### config.mk
export PLATFORM = sky130hd
export DESIGN_NAME = cache_refill_ctrl
export DESIGN_NICKNAME = d
export VERILOG_FILES = /design/src/rtl/cache_refill_ctrl.sv
export SDC_FILE = /design/constraint.sdc
export NUM_CORES = 1
export LEC_CHECK = 0
export CAP_MARGIN = 10
export CORE_AREA = 5 5 286 288
export CTS_CLUSTER_DIAMETER = 50
export CTS_CLUSTER_SIZE = 30
export DETAILED_ROUTE_END_ITERATION = 6
export DIE_AREA = 0 0 291 293
export GPL_ROUTABILITY_DRIVEN = 0
export SLEW_MARGIN = 20
export SYNTH_ARGS = -nofsm -noshare
export SYNTH_HDL_FRONTEND = slang
export SYNTH_SLANG_ARGS = --single-unit
### constraint.sdc
create_clock -name clk -period 1.85 [get_ports clk]
set_input_delay 0.37 -clock clk [delete_from_list [all_inputs] [get_ports clk]]
set_output_delay 0.37 -clock clk [all_outputs]
set_load 0.02 [all_outputs]
### src/rtl/cache_refill_ctrl.sv
// cache_refill_ctrl: per-cache miss handler feeding the replacement policy (victim pick, write-back, burst refill, commit).
// Optional dirty-victim write-back is built in when `REFILL_WRITEBACK_EN is defined; otherwise the cache is write-through.
module cache_refill_ctrl #(
  parameter int unsigned SET_ASSOC  = 4,
  parameter int unsigned LINE_WIDTH = 256,
  parameter int unsigned BUS_WIDTH  = 32
) (
  input  logic                         clk,
  input  logic                         rst,
  input  logic                         lookup_valid,
  input  logic [SET_ASSOC-1:0]         hit_way,
  input  logic [31:0]                  miss_addr,
  input  logic [SET_ASSOC-1:0]         way_valid,
  input  logic [SET_ASSOC-1:0]         way_dirty,
  input  logic [$clog2(SET_ASSOC)-1:0] repl_index,
  input  logic [31:0]                  victim_addr,
  input  logic [LINE_WIDTH-1:0]        victim_line,
  output logic [SET_ASSOC-1:0]         repl_access,
  output logic                         repl_update,
  output logic                         busy,
  output logic [$clog2(SET_ASSOC)-1:0] victim_way,
  output logic                         wb_valid,
  input  logic                         wb_ready,
  output logic [31:0]                  wb_addr,
  output logic [BUS_WIDTH-1:0]         wb_data,
  output logic                         wb_last,
  output logic                         rd_req,
  input  logic                         rd_gnt,
  output logic [31:0]                  rd_addr,
  input  logic                         rd_valid,
  input  logic [BUS_WIDTH-1:0]         rd_data,
  input  logic                         rd_last,
  output logic                         line_we,
  output logic [LINE_WIDTH-1:0]        line_data,
  output logic                         refill_done
);

  localparam int unsigned IDX_W = $clog2(SET_ASSOC);
  localparam int unsigned BEATS = LINE_WIDTH / BUS_WIDTH;
  localparam int unsigned CNT_W = $clog2(BEATS);
  localparam logic [31:0]      LINE_MASK = ~32'(LINE_WIDTH / 8 - 1);
  localparam logic [CNT_W-1:0] LAST_BEAT = CNT_W'(BEATS - 1);

  typedef enum logic [2:0] {
    IDLE    = 3'd0,
`ifdef REFILL_WRITEBACK_EN
    WB      = 3'd1,
`endif
    RD_REQ  = 3'd2,
    RD_DATA = 3'd3,
    COMMIT  = 3'd4
  } state_t;

  state_t                          state_q, state_d;
  logic [CNT_W-1:0]                cnt_q, cnt_d;
  logic                            full_q, full_d;
  logic                            busy_q, busy_d;
  logic [IDX_W-1:0]                victim_way_q, victim_way_d;
  logic [SET_ASSOC-1:0]            repl_access_q, repl_access_d;
  logic                            repl_update_q, repl_update_d;
  logic                            rd_req_q, rd_req_d;
  logic [31:0]                     rd_addr_q, rd_addr_d;
  logic [BEATS-1:0][BUS_WIDTH-1:0] line_q, line_d;
  logic                            line_we_q, line_we_d;
  logic                            refill_done_q, refill_done_d;

  logic             free_found;
  logic [IDX_W-1:0] free_idx;
  logic [IDX_W-1:0] sel_way;
  logic             capture;

`ifdef REFILL_WRITEBACK_EN
  logic                            wb_valid_q, wb_valid_d;
  logic [31:0]                     wb_addr_q, wb_addr_d;
  logic [BUS_WIDTH-1:0]            wb_data_q, wb_data_d;
  logic                            wb_last_q, wb_last_d;
  logic [CNT_W-1:0]                wb_beat;
  logic [BEATS-1:0][BUS_WIDTH-1:0] victim_beats;

  assign victim_beats = victim_line;
`else
  logic unused_wb;

  assign unused_wb = ^{way_dirty, wb_ready, victim_addr, victim_line};
`endif

  // Victim choice: lowest-index invalid way, else the policy's pick.
  always_comb begin
    free_found = 1'b0;
    free_idx   = '0;
    for (int i = 0; i < int'(SET_ASSOC); i++) begin
      if (!way_valid[i] && !free_found) begin
        free_found = 1'b1;
        free_idx   = IDX_W'(i);
      end
    end
  end

  assign sel_way = free_found ? free_idx : repl_index;

  // Next-state and registered-output computation.
  always_comb begin
    state_d       = state_q;
    cnt_d         = cnt_q;
    full_d        = full_q;
    busy_d        = busy_q;
    victim_way_d  = victim_way_q;
    repl_access_d = '0;
    repl_update_d = 1'b0;
    rd_req_d      = rd_req_q;
    rd_addr_d     = rd_addr_q;
    line_d        = line_q;
    line_we_d     = 1'b0;
    refill_done_d = 1'b0;
    capture       = 1'b0;
`ifdef REFILL_WRITEBACK_EN
    wb_valid_d    = wb_valid_q;
    wb_addr_d     = wb_addr_q;
    wb_data_d     = wb_data_q;
    wb_last_d     = wb_last_q;
    wb_beat       = cnt_q;
`endif

    case (state_q)
      IDLE: begin
        if (lookup_valid) begin
          if (hit_way != '0) begin
            repl_update_d = 1'b1;
            repl_access_d = hit_way;
          end else begin
            busy_d       = 1'b1;
            victim_way_d = sel_way;
            rd_addr_d    = miss_addr & LINE_MASK;
`ifdef REFILL_WRITEBACK_EN
            if (way_valid[sel_way] && way_dirty[sel_way]) begin
              state_d = WB;
            end else begin
              state_d  = RD_REQ;
              rd_req_d = 1'b1;
            end
`else
            state_d  = RD_REQ;
            rd_req_d = 1'b1;
`endif
          end
        end
      end
`ifdef REFILL_WRITEBACK_EN
      // victim_addr/line only become valid after acceptance, so the first beat registers one cycle in.
      WB: begin
        if (wb_valid_q && wb_ready && wb_last_q) begin
          wb_valid_d = 1'b0;
          wb_last_d  = 1'b0;
          cnt_d      = '0;
          state_d    = RD_REQ;
          rd_req_d   = 1'b1;
        end else if (!wb_valid_q || wb_ready) begin
          wb_beat    = wb_valid_q ? cnt_q + CNT_W'(1) : cnt_q;
          cnt_d      = wb_beat;
          wb_valid_d = 1'b1;
          wb_addr_d  = victim_addr + (32'(wb_beat) << 2);
          wb_data_d  = victim_beats[wb_beat];
          wb_last_d  = (wb_beat == LAST_BEAT);
        end
      end
`endif
      RD_REQ: begin
        if (rd_gnt) begin
          rd_req_d = 1'b0;
          state_d  = RD_DATA;
          capture  = 1'b1;
        end
      end
      RD_DATA: capture = 1'b1;
      COMMIT: begin
        state_d = IDLE;
        busy_d  = 1'b0;
        full_d  = 1'b0;
      end
      default: state_d = IDLE;
    endcase

    // Beat capture; a beat arriving with the grant counts as beat 0.
    if (capture && rd_valid && !full_q) begin
      line_d[cnt_q] = rd_data;
      cnt_d         = cnt_q + CNT_W'(1);
      if (cnt_q == LAST_BEAT) begin
        if (rd_last) begin
          state_d       = COMMIT;
          line_we_d     = 1'b1;
          refill_done_d = 1'b1;
          repl_update_d = 1'b1;
          repl_access_d = SET_ASSOC'(1) << victim_way_q;
        end else begin
          full_d = 1'b1;
        end
      end
    end
  end

  always_ff @(posedge clk) begin
    if (rst) begin
      state_q       <= IDLE;
      cnt_q         <= '0;
      full_q        <= 1'b0;
      busy_q        <= 1'b0;
      victim_way_q  <= '0;
      repl_access_q <= '0;
      repl_update_q <= 1'b0;
      rd_req_q      <= 1'b0;
      rd_addr_q     <= '0;
      line_q        <= '0;
      line_we_q     <= 1'b0;
      refill_done_q <= 1'b0;
    end else begin
      state_q       <= state_d;
      cnt_q         <= cnt_d;
      full_q        <= full_d;
      busy_q        <= busy_d;
      victim_way_q  <= victim_way_d;
      repl_access_q <= repl_access_d;
      repl_update_q <= repl_update_d;
      rd_req_q      <= rd_req_d;
      rd_addr_q     <= rd_addr_d;
      line_q        <= line_d;
      line_we_q     <= line_we_d;
      refill_done_q <= refill_done_d;
    end
  end

`ifdef REFILL_WRITEBACK_EN
  always_ff @(posedge clk) begin
    if (rst) begin
      wb_valid_q <= 1'b0;
      wb_addr_q  <= '0;
      wb_data_q  <= '0;
      wb_last_q  <= 1'b0;
    end else begin
      wb_valid_q <= wb_valid_d;
      wb_addr_q  <= wb_addr_d;
      wb_data_q  <= wb_data_d;
      wb_last_q  <= wb_last_d;
    end
  end

  assign wb_valid = wb_valid_q;
  assign wb_addr  = wb_addr_q;
  assign wb_data  = wb_data_q;
  assign wb_last  = wb_last_q;
`else
  assign wb_valid = 1'b0;
  assign wb_addr  = '0;
  assign wb_data  = '0;
  assign wb_last  = 1'b0;
`endif

  assign repl_access = repl_access_q;
  assign repl_update = repl_update_q;
  assign busy        = busy_q;
  assign victim_way  = victim_way_q;
  assign rd_req      = rd_req_q;
  assign rd_addr     = rd_addr_q;
  assign line_we     = line_we_q;
  assign line_data   = line_q;
  assign refill_done = refill_done_q;

endmodule
=== Word level (Yosys, flattened, before mapping) ===
Index checks and enable logic that the tools add are counted.

* ROM bits: 0
* Input port bits: 373
* Bits in latches: 0
* Bits in registers: 300
* Output and inout port bits: 365
* RAM bits: 0
* Word-level logic and storage cells: 94
* Memories kept: 0

* Order comparisons: 2
* Reduce and logical (&&, ||, !) cells: 20
* Multiplexer cells: 42
* Bitwise gates (word level): 3
* Shifts and indexed selects: 1
* Div/mod/pow operators: 0
* Multiply operators: 0
* $add $sub $neg: 1
* Equal/unequal tests: 7

{| class="wikitable"
|+ Operator list
! operator !! number
|-
| bitwise mux 256 bit || 1
|-
| demux 32 bit (select 3 bit) || 1
|-
| 2-to-1 mux 32 bit || 1
|-
| 2-to-1 mux 4 bit || 6
|-
| 2-to-1 mux 1 bit || 20
|-
| 2-to-1 mux 3 bit || 6
|-
| case mux 3 bit (3 select lines) || 1
|-
| == test 3 x 2 -> 1 bit, second input constant || 2
|-
| == test 3 bit, second input constant || 2
|-
| logical AND 1 bit || 6
|-
| logical NOT 1 bit || 6
|-
| 2-to-1 mux 2 bit || 3
|-
| inequality test 2 bit, second input constant || 3
|-
| case mux 1 bit (2 select lines) || 3
|-
| AND reduction 3 bit || 2
|-
| less-than comparator 3 x 4 -> 1 bit, second input constant || 1
|-
| AND reduction 4 bit || 1
|-
| nonzero test 2 bit || 2
|-
| nonzero test 4 bit || 1
|-
| left shift 1 x 2 -> 4 bit, first input constant || 1
|-
| adder 3 x 1 -> 3 bit, second input constant || 1
|-
| >= comparator 3 x 1 -> 1 bit, second input constant || 1
|-
| logical NOT 3 bit || 1
|-
| inverter 1 bit || 3
|-
| OR reduction 3 bit || 1
|}

=== Longest topological paths before layout ===
Gate-level depths: netlist of the first run.

* Depth in word-level cells: 10
* Mapped depth: 8
* Depth with buffers taken out: 6

=== Least setup slack after synthesis of the first run ===
OpenSTA, ideal clock, no wires.

* Kind: register to register
* Start: reg state_q[2]
* End: reg line_q, in the netlist line_data[161]
* Library setup time: 0.132 ns
* Period minus slack after synthesis: 1.931 ns
* Cell stages (with the launch flop): 9
* Data arrival time: 1.799 ns
* Setup slack: -0.081 ns
* Buffers on the path: 4
* Data required time: 1.718 ns
* Cell sequence: dfxtp_1 > buf_2 > or3b_1 > buf_2 > or4b_1 > buf_2 > buf_6 > nand2_1 > a21oi_1

* Cells in the longest elaborated chain, start to end: 4
* Elaborated cells between the ends (all ways): 5
* Classes of those cells: eq/ne: 2; mux: 1; reduce/logical: 2

{| class="wikitable"
|+ Ends and longest elaborated chain
! item !! line !! RTL
|-
| start, declared || 54 || <nowiki>state_t state_q, state_d;</nowiki>
|-
| start signal, assigned || 216 || <nowiki>state_q <= state_d;</nowiki>
|-
| == test 3 x 2 -> 1 bit || 124 || <nowiki>case (state_q)</nowiki>
|-
| case mux 1 bit (2 select lines) * || 124 ||
|-
| logical AND 1 bit * (2 in a row) || 184 || <nowiki>if (capture && rd_valid && !full_q) begin</nowiki>
|-
| end signal, assigned || 225 || <nowiki>line_q <= line_d;</nowiki>
|-
| end, declared || 63 || <nowiki>logic [BEATS-1:0][BUS_WIDTH-1:0] line_q, line_d;</nowiki>
|}

Every way passes the cells marked *; elsewhere a longest branch is shown, timed or not.
A chain may end at the register's enable or synchronous reset.

=== Worst setup path in the final report of the first run ===
* Start: reg full_q
* End: reg line_q, in the netlist line_data[138]

* Cells in the longest elaborated chain, start to end: 2

{| class="wikitable"
|+ Ends and longest elaborated chain
! item !! line !! RTL
|-
| start, declared || 56 || <nowiki>logic full_q, full_d;</nowiki>
|-
| start signal, assigned || 218 || <nowiki>full_q <= full_d;</nowiki>
|-
| logical NOT 1 bit || 184 ||
|-
| logical AND 1 bit || 184 ||
|}

No other way between the ends.

==> metrics.cfg, run 1 <==
[detailed_routing]
first_iter_violations=402
drcViolationCount=0
vias=11100
wirelength_um=54900
wl_per_cell_um=18.6
first_pass_iters=6
vias_per_cell=3.74
ant_nets=0

[layout]
postLayoutCellArea_um2=19400
finalNetCount=2238
seq_area_um2=6010
final_cell_mix=nand2_1 (489), dfxtp_1 (297), dlygate4sd2_1 (294)
fin_util=0.247
drive_gt1_frac=0.208
final_common_cell=nand2_1
multi_input_area_um2=5100
fillers=8609
finalNonFillerCells=2955
areaGrowthSynthToFinish_pct=72.4

[yosys]
syn-cell-area_um2=11300
postSynthAreaPerCell_um2=7.85
ys_seq_elements=300
yosysUniqueCellTypes=38
synth.yosys.warnings=0
postSynthCellCount=1436
seq_area_frac_synth=0.533

[placed_design]
io_buffers=368
dp_cells=2821
dpl.hpwl_um=35500
placed_area_um2=16500

[sta]
fmax_mhz=515
slew_headroom=0.554
fin_worst_skew_ns=0.0362
worst_slack_ns=-0.0902
slew_viol_final=0
holdWs_ns=0.0962
tightest_slew_ns=0.669
rsz0062_at_grt=yes
final_hold_viol_count=0
fin_crit_sh=1.05
setup_viol=87
final.min_clock_period_ns=1.94

[floorplanning]
fp-row-count=103
core_area_um2=78600
die_h_um=293
io_pins=738
die_x_um=291
initial_core_util=0.143
dieArea_um2=85300

[cts]
clock-root-buffer=clkbuf_16
clkLatencyLatePin_ns=0.58
cts_buffers=48
cts_tree=done
htreeDepth=2
numClockSinks=300
postCtsHoldBufs=0
clock_path_buffers=3
clkSlewWorstSetupHoldPaths_ns=0.06

[run_status]
violations=negative setup slack
status=complete, but fails checks

[critical_path]
cp_data_required_time_ns=2.26
cp_cell_sequence=or3b_4 > or4_4 > clkbuf_16 > nand2_2 > a21oi_1
crit_type=register to register
critical_path.max_stage_delay_ns=0.63
arrival_ns=2.35
slowest_stage=or4_4
worstSetupStartpointType=register
crit_family=simple AND/OR/NAND/NOR gates
end_kind=register
worstPathBufferInverterCount=1
crit_fanout=8

[global_routing]
grt_overflow=0
antenna_found_initial=0
first_global_vias=10600
grt_first_pass_wirelength_um=73400
grt_usage=0.115
grt_start_max_net_pins=113

[pwr]
p_leak_nw=8.26
total_power_mw=17.0
ir_worst_vdd_mv=0.717
p_per_area_nw_per_um2=877

[run]
max_cap_violations=0

[hold_path]
hold_path_class=primary input to register

## power by group
part / switching [mW] / internal [mW] / leakage, nW
Sequential: 0.00685 / 6.48 / 2.42
Combinational: 0.549 / 0.265 / 4.98
Clock: 3.72 / 6.02 / 0.864
Total: 4.28 / 12.8 / 8.26
## synth_stat cells, drive strengths merged
master / instances / share of area
a21oi: 288 / 0.13
nor3: 3 / 0.0018
mux2i: 2 / 0.0018
or3: 2 / 0.0011
dfxtp: 300 / 0.53
or2: 2 / 0.0011
inv: 2 / 0.00067
o21ai: 3 / 0.0013
a31oi: 1 / 0.00056
nor4: 11 / 0.0089
nand2b: 5 / 0.0028
a32o: 2 / 0.0018
or4b: 1 / 0.00089
clkbuf: 74 / 0.025
nor2: 8 / 0.0027
or3b: 2 / 0.0016
xor2: 1 / 0.00078
conb: 1 / 0.00033
buf: 131 / 0.079
nand4bb: 1 / 0.0010
o211ai: 1 / 0.0011
nand2: 578 / 0.19
o2111ai: 2 / 0.0016
or4: 7 / 0.0047
nor4b: 3 / 0.0029
a211oi: 1 / 0.00067
or2b: 1 / 0.00067
ha: 2 / 0.0022
nand3b: 1 / 0.00067
## registers in the layout, indices dropped and copies added (netlist names)
register / flops
full_q: 1
rd_addr: 27
refill_done: 1
repl_access: 4
busy: 1
state_q: 3
victim_way: 2
rd_req: 1
repl_update: 1
line_data: 256
cnt_q: 3
## what timing repair did
item                       in CTS  in global routing
pin swaps                      47                 74
gates cloned                    8                 15
setup endpoints to repair     550                226
buffers inserted               14                 11
gates resized for setup       352                193
## final cells by class
| class | count | share of cell area |
|---|---|---|
| inverter | 2 | 0.000386 |
| timing repair buffer | 512 | 0.268 |
| antenna | 2 | 0.000257 |
| sequential | 300 | 0.309 |
| tap | 1050 | 0.0676 |
| multi-input combinational | 999 | 0.263 |
| clock inverter | 32 | 0.0232 |
| clock buffer | 58 | 0.0685 |
## logic make-up (layout without fill, tap and decap cells)
family,after synthesis,in the layout,synth area share
AO/OA/AOI/OAI,298,298,0.135
XOR/XNOR,1,1,0.000777
adder cells (fa/ha/maj),2,2,0.00222
buffers and inverters,207,604,0.105
flip-flops,300,300,0.533
multiplexers,2,2,0.00178
other,1,73,0.000333
AND/OR/NAND/NOR,625,625,0.223
## routing by layer
metal	global-route usage	wire length, µm	up-vias	share of wire
met5	0	0	-	0
met3	0.0420	4500	82	0.082
met4	0.0347	1460	0	0.027
met2	0.190	25600	402	0.47
met1	0.141	23400	5217	0.43
li1	-	-	5349	-
## stage by stage
step                      setup TNS, ns  setup WS (ns)
final                             -3.92        -0.0902
after global routing             -14.59         -0.140
after CTS                         -3.66        -0.0971
after detailed placement        -137.12         -0.590
after global placement          -130.71         -0.568
after floorplan                   -4.64        -0.0516
## worst paths after layout
path                                                from                     endpoint  slack, ns  cells past startpoint
worst max-delay path                   full_q$_SDFF_PP0_  line_data[138]$_SDFFE_PP0P_      -0.09                      5
worst min-delay path                                 rst     rd_addr[27]$_SDFFE_PP0P_        0.1                      2
worst max register to register         full_q$_SDFF_PP0_  line_data[138]$_SDFFE_PP0P_      -0.09                      5
worst min register to register  rd_addr[13]$_SDFFE_PP0P_     rd_addr[13]$_SDFFE_PP0P_       0.45                      2
No activity file was read; power rests on OpenSTA's default activity.
==> run 2: changes to the inputs <==
--- a/config.mk
+++ b/config.mk
@@ -12,7 +12,9 @@
 export DETAILED_ROUTE_END_ITERATION = 6
 export DIE_AREA = 0 0 291 293
 export GPL_ROUTABILITY_DRIVEN = 0
+export SKIP_CTS_REPAIR_TIMING = 1
 export SLEW_MARGIN = 20
 export SYNTH_ARGS = -nofsm -noshare
 export SYNTH_HDL_FRONTEND = slang
 export SYNTH_SLANG_ARGS = --single-unit
+export TNS_END_PERCENT = 100
==> run 2 against run 1 <==
Compared with the run above:
- the flow still finishes with violations (negative setup slack)
- register-to-register slack is essentially flat
- non-clock buffer count fell by 11
- power increased by 0.15%
- clock skew decreased by 0.0037 ns
- combinational power grew 1%
- final cell count decreased by 0.41%
- largest power group unchanged
- first-iteration DRC count is 18% higher
==> metrics.cfg, run 2 (same netlist as run 1, synthesis figures left out) <==
[detailed_routing]
first_iter_violations=473  ; +18%
vias=11100  ; +0.68%
drcViolationCount=0  ; unchanged
wl_per_cell_um=18.8  ; +1.2%
wirelength_um=55400  ; +0.82%
vias_per_cell=3.78  ; +1.1%
first_pass_iters=4  ; -2
ant_nets=0  ; unchanged

[critical_path]
r2r_slack_ns=-0.08  ; about the same
end_kind=register
cp_data_required_time_ns=2.28  ; +0.02 ns
crit_type=register to register
crit_fanout=8  ; unchanged
r2r_cells=5  ; unchanged
arrival_ns=2.35  ; about the same
cp_cell_sequence=or3b_4 > or4_4 > clkbuf_16 > nand2_4 > a21oi_2
worstSetupStartpointType=register
crit_family=simple AND/OR/NAND/NOR gates
r2r_start=state_q[1]$_SDFF_PP0_
worstPathBufferInverterCount=1  ; unchanged
critical_path.max_stage_delay_ns=0.62  ; about the same
r2r-end=line_data[149]$_SDFFE_PP0P_
slowest_stage=or4_4

[sta]
tightest_slew_ns=0.787  ; +0.118 ns
fin_worst_skew_ns=0.0325  ; -0.00371 ns
rsz0062_at_grt=yes
fmax_mhz=518  ; +0.58%
setup_viol=52  ; -40%
fin_setup_tns_ns=-1.71  ; +2.21 ns
slew_headroom=0.475  ; -0.0785
slew_viol_final=0  ; unchanged
holdWs_ns=0.0957  ; -0.000496 ns
final.min_clock_period_ns=1.93  ; -0.0111 ns
final_hold_viol_count=0  ; unchanged
worst_slack_ns=-0.0791  ; +0.0111 ns
fin_crit_sh=1.04  ; -0.00602

[cts]
numClockSinks=300  ; unchanged
htreeDepth=2  ; unchanged
clkLatencyLatePin_ns=0.57  ; about the same
clkSlewWorstSetupHoldPaths_ns=0.06  ; about the same
clock-root-buffer=clkbuf_16
clock_path_buffers=3  ; unchanged
cts_tree=done
cts_buffers=48  ; unchanged

[layout]
final_cell_mix=nand2_1 (474), dfxtp_1 (297), dlymetal6s2s_1 (294)
postLayoutCellArea_um2=20800  ; +7.0%
drive_gt1_frac=0.238  ; +0.0303
final_common_cell=nand2_1
fin_util=0.265  ; +0.0173
finalNonFillerCells=2943  ; -0.41%
largest_reg_flops=256  ; unchanged
finalNetCount=2227  ; -0.49%
fillers=8322  ; -3.3%
areaGrowthSynthToFinish_pct=84.4

[hold_path]
hold_path_class=primary input to register
hold_start=rst
whs_endpoint=rd_addr[27]$_SDFFE_PP0P_
hold_depth=2  ; unchanged

[pwr]
p_leak_nw=12.3  ; +49%
total_power_mw=17.1  ; +0.15%
p_per_area_nw_per_um2=821  ; -6.4%
ir_worst_vdd_mv=0.723  ; +0.75%

[placed_design]
dpl.hpwl_um=35500  ; unchanged
place_ws_ns=-0.590  ; unchanged
placed_area_um2=16500  ; unchanged
io_buffers=368  ; unchanged
dp_cells=2821  ; unchanged

[floorplanning]
dieArea_um2=85300  ; unchanged
io_pins=738  ; unchanged
initial_core_util=0.143  ; unchanged
core_area_um2=78600  ; unchanged
die_x_um=291  ; unchanged
die_h_um=293  ; unchanged
fp-row-count=103  ; unchanged

[global_routing]
grt_overflow=0  ; unchanged
antenna_found_initial=1  ; +1
grt_start_max_net_pins=113  ; unchanged
grt_usage=0.109  ; -0.00592
grt_first_pass_wirelength_um=70300  ; -4.1%
first_global_vias=10400  ; -1.8%

[run_status]
violations=negative setup slack
status=complete, but fails checks

[run]
max_cap_violations=0  ; unchanged

-- run 2: power by group --
group	internal (mW)	leakage [nW]	switching [mW]
clock	6.02	0.864	3.74
combinational	0.266	9.03	0.560
sequential	6.48	2.42	0.00690
-- run 2: how the worst max path moves through the flow --
| stage | startpoint | to | slack, ns | cells past startpoint |
|---|---|---|---|---|
| 5_1_grt | state_q[1]$_SDFF_PP0_ | line_data[190]$_SDFFE_PP0P_ | -0.13 | 8 |
| 3_5_place_dp | rd_gnt | line_data[121]$_SDFFE_PP0P_ | -0.59 | 6 |
| 2_1_floorplan | state_q[2]$_SDFF_PP0_ | line_data[161]$_SDFFE_PP0P_ | -0.05 | 8 |
| 6_report | state_q[1]$_SDFF_PP0_ | line_data[149]$_SDFFE_PP0P_ | -0.08 | 5 |
| 4_1_cts | state_q[1]$_SDFF_PP0_ | line_data[201]$_SDFFE_PP0P_ | -0.29 | 5 |
| 3_3_place_gp | rd_gnt | line_data[117]$_SDFFE_PP0P_ | -0.57 | 6 |
-- run 2: layout make-up --
class,count,area [µm²],area share
Clock buffer,58,1330,0.0640
Antenna cell,1,2.50,0.000120
Tap cell,1050,1310,0.0632
Inverter,2,7.51,0.000361
Clock inverter,32,450,0.0217
Sequential cell,300,6010,0.289
Timing Repair Buffer,501,6110,0.294
Multi-Input combinational cell,999,5570,0.268
-- run 2: routing by layer --
layer / track usage / wire length (µm) / up-vias
met5: 0 / 0 / -
met4: 0.0317 / 1390 / 0
met3: 0.0414 / 4540 / 88
met2: 0.182 / 26200 / 399
met1: 0.132 / 23200 / 5315
li1: - / - / 5323
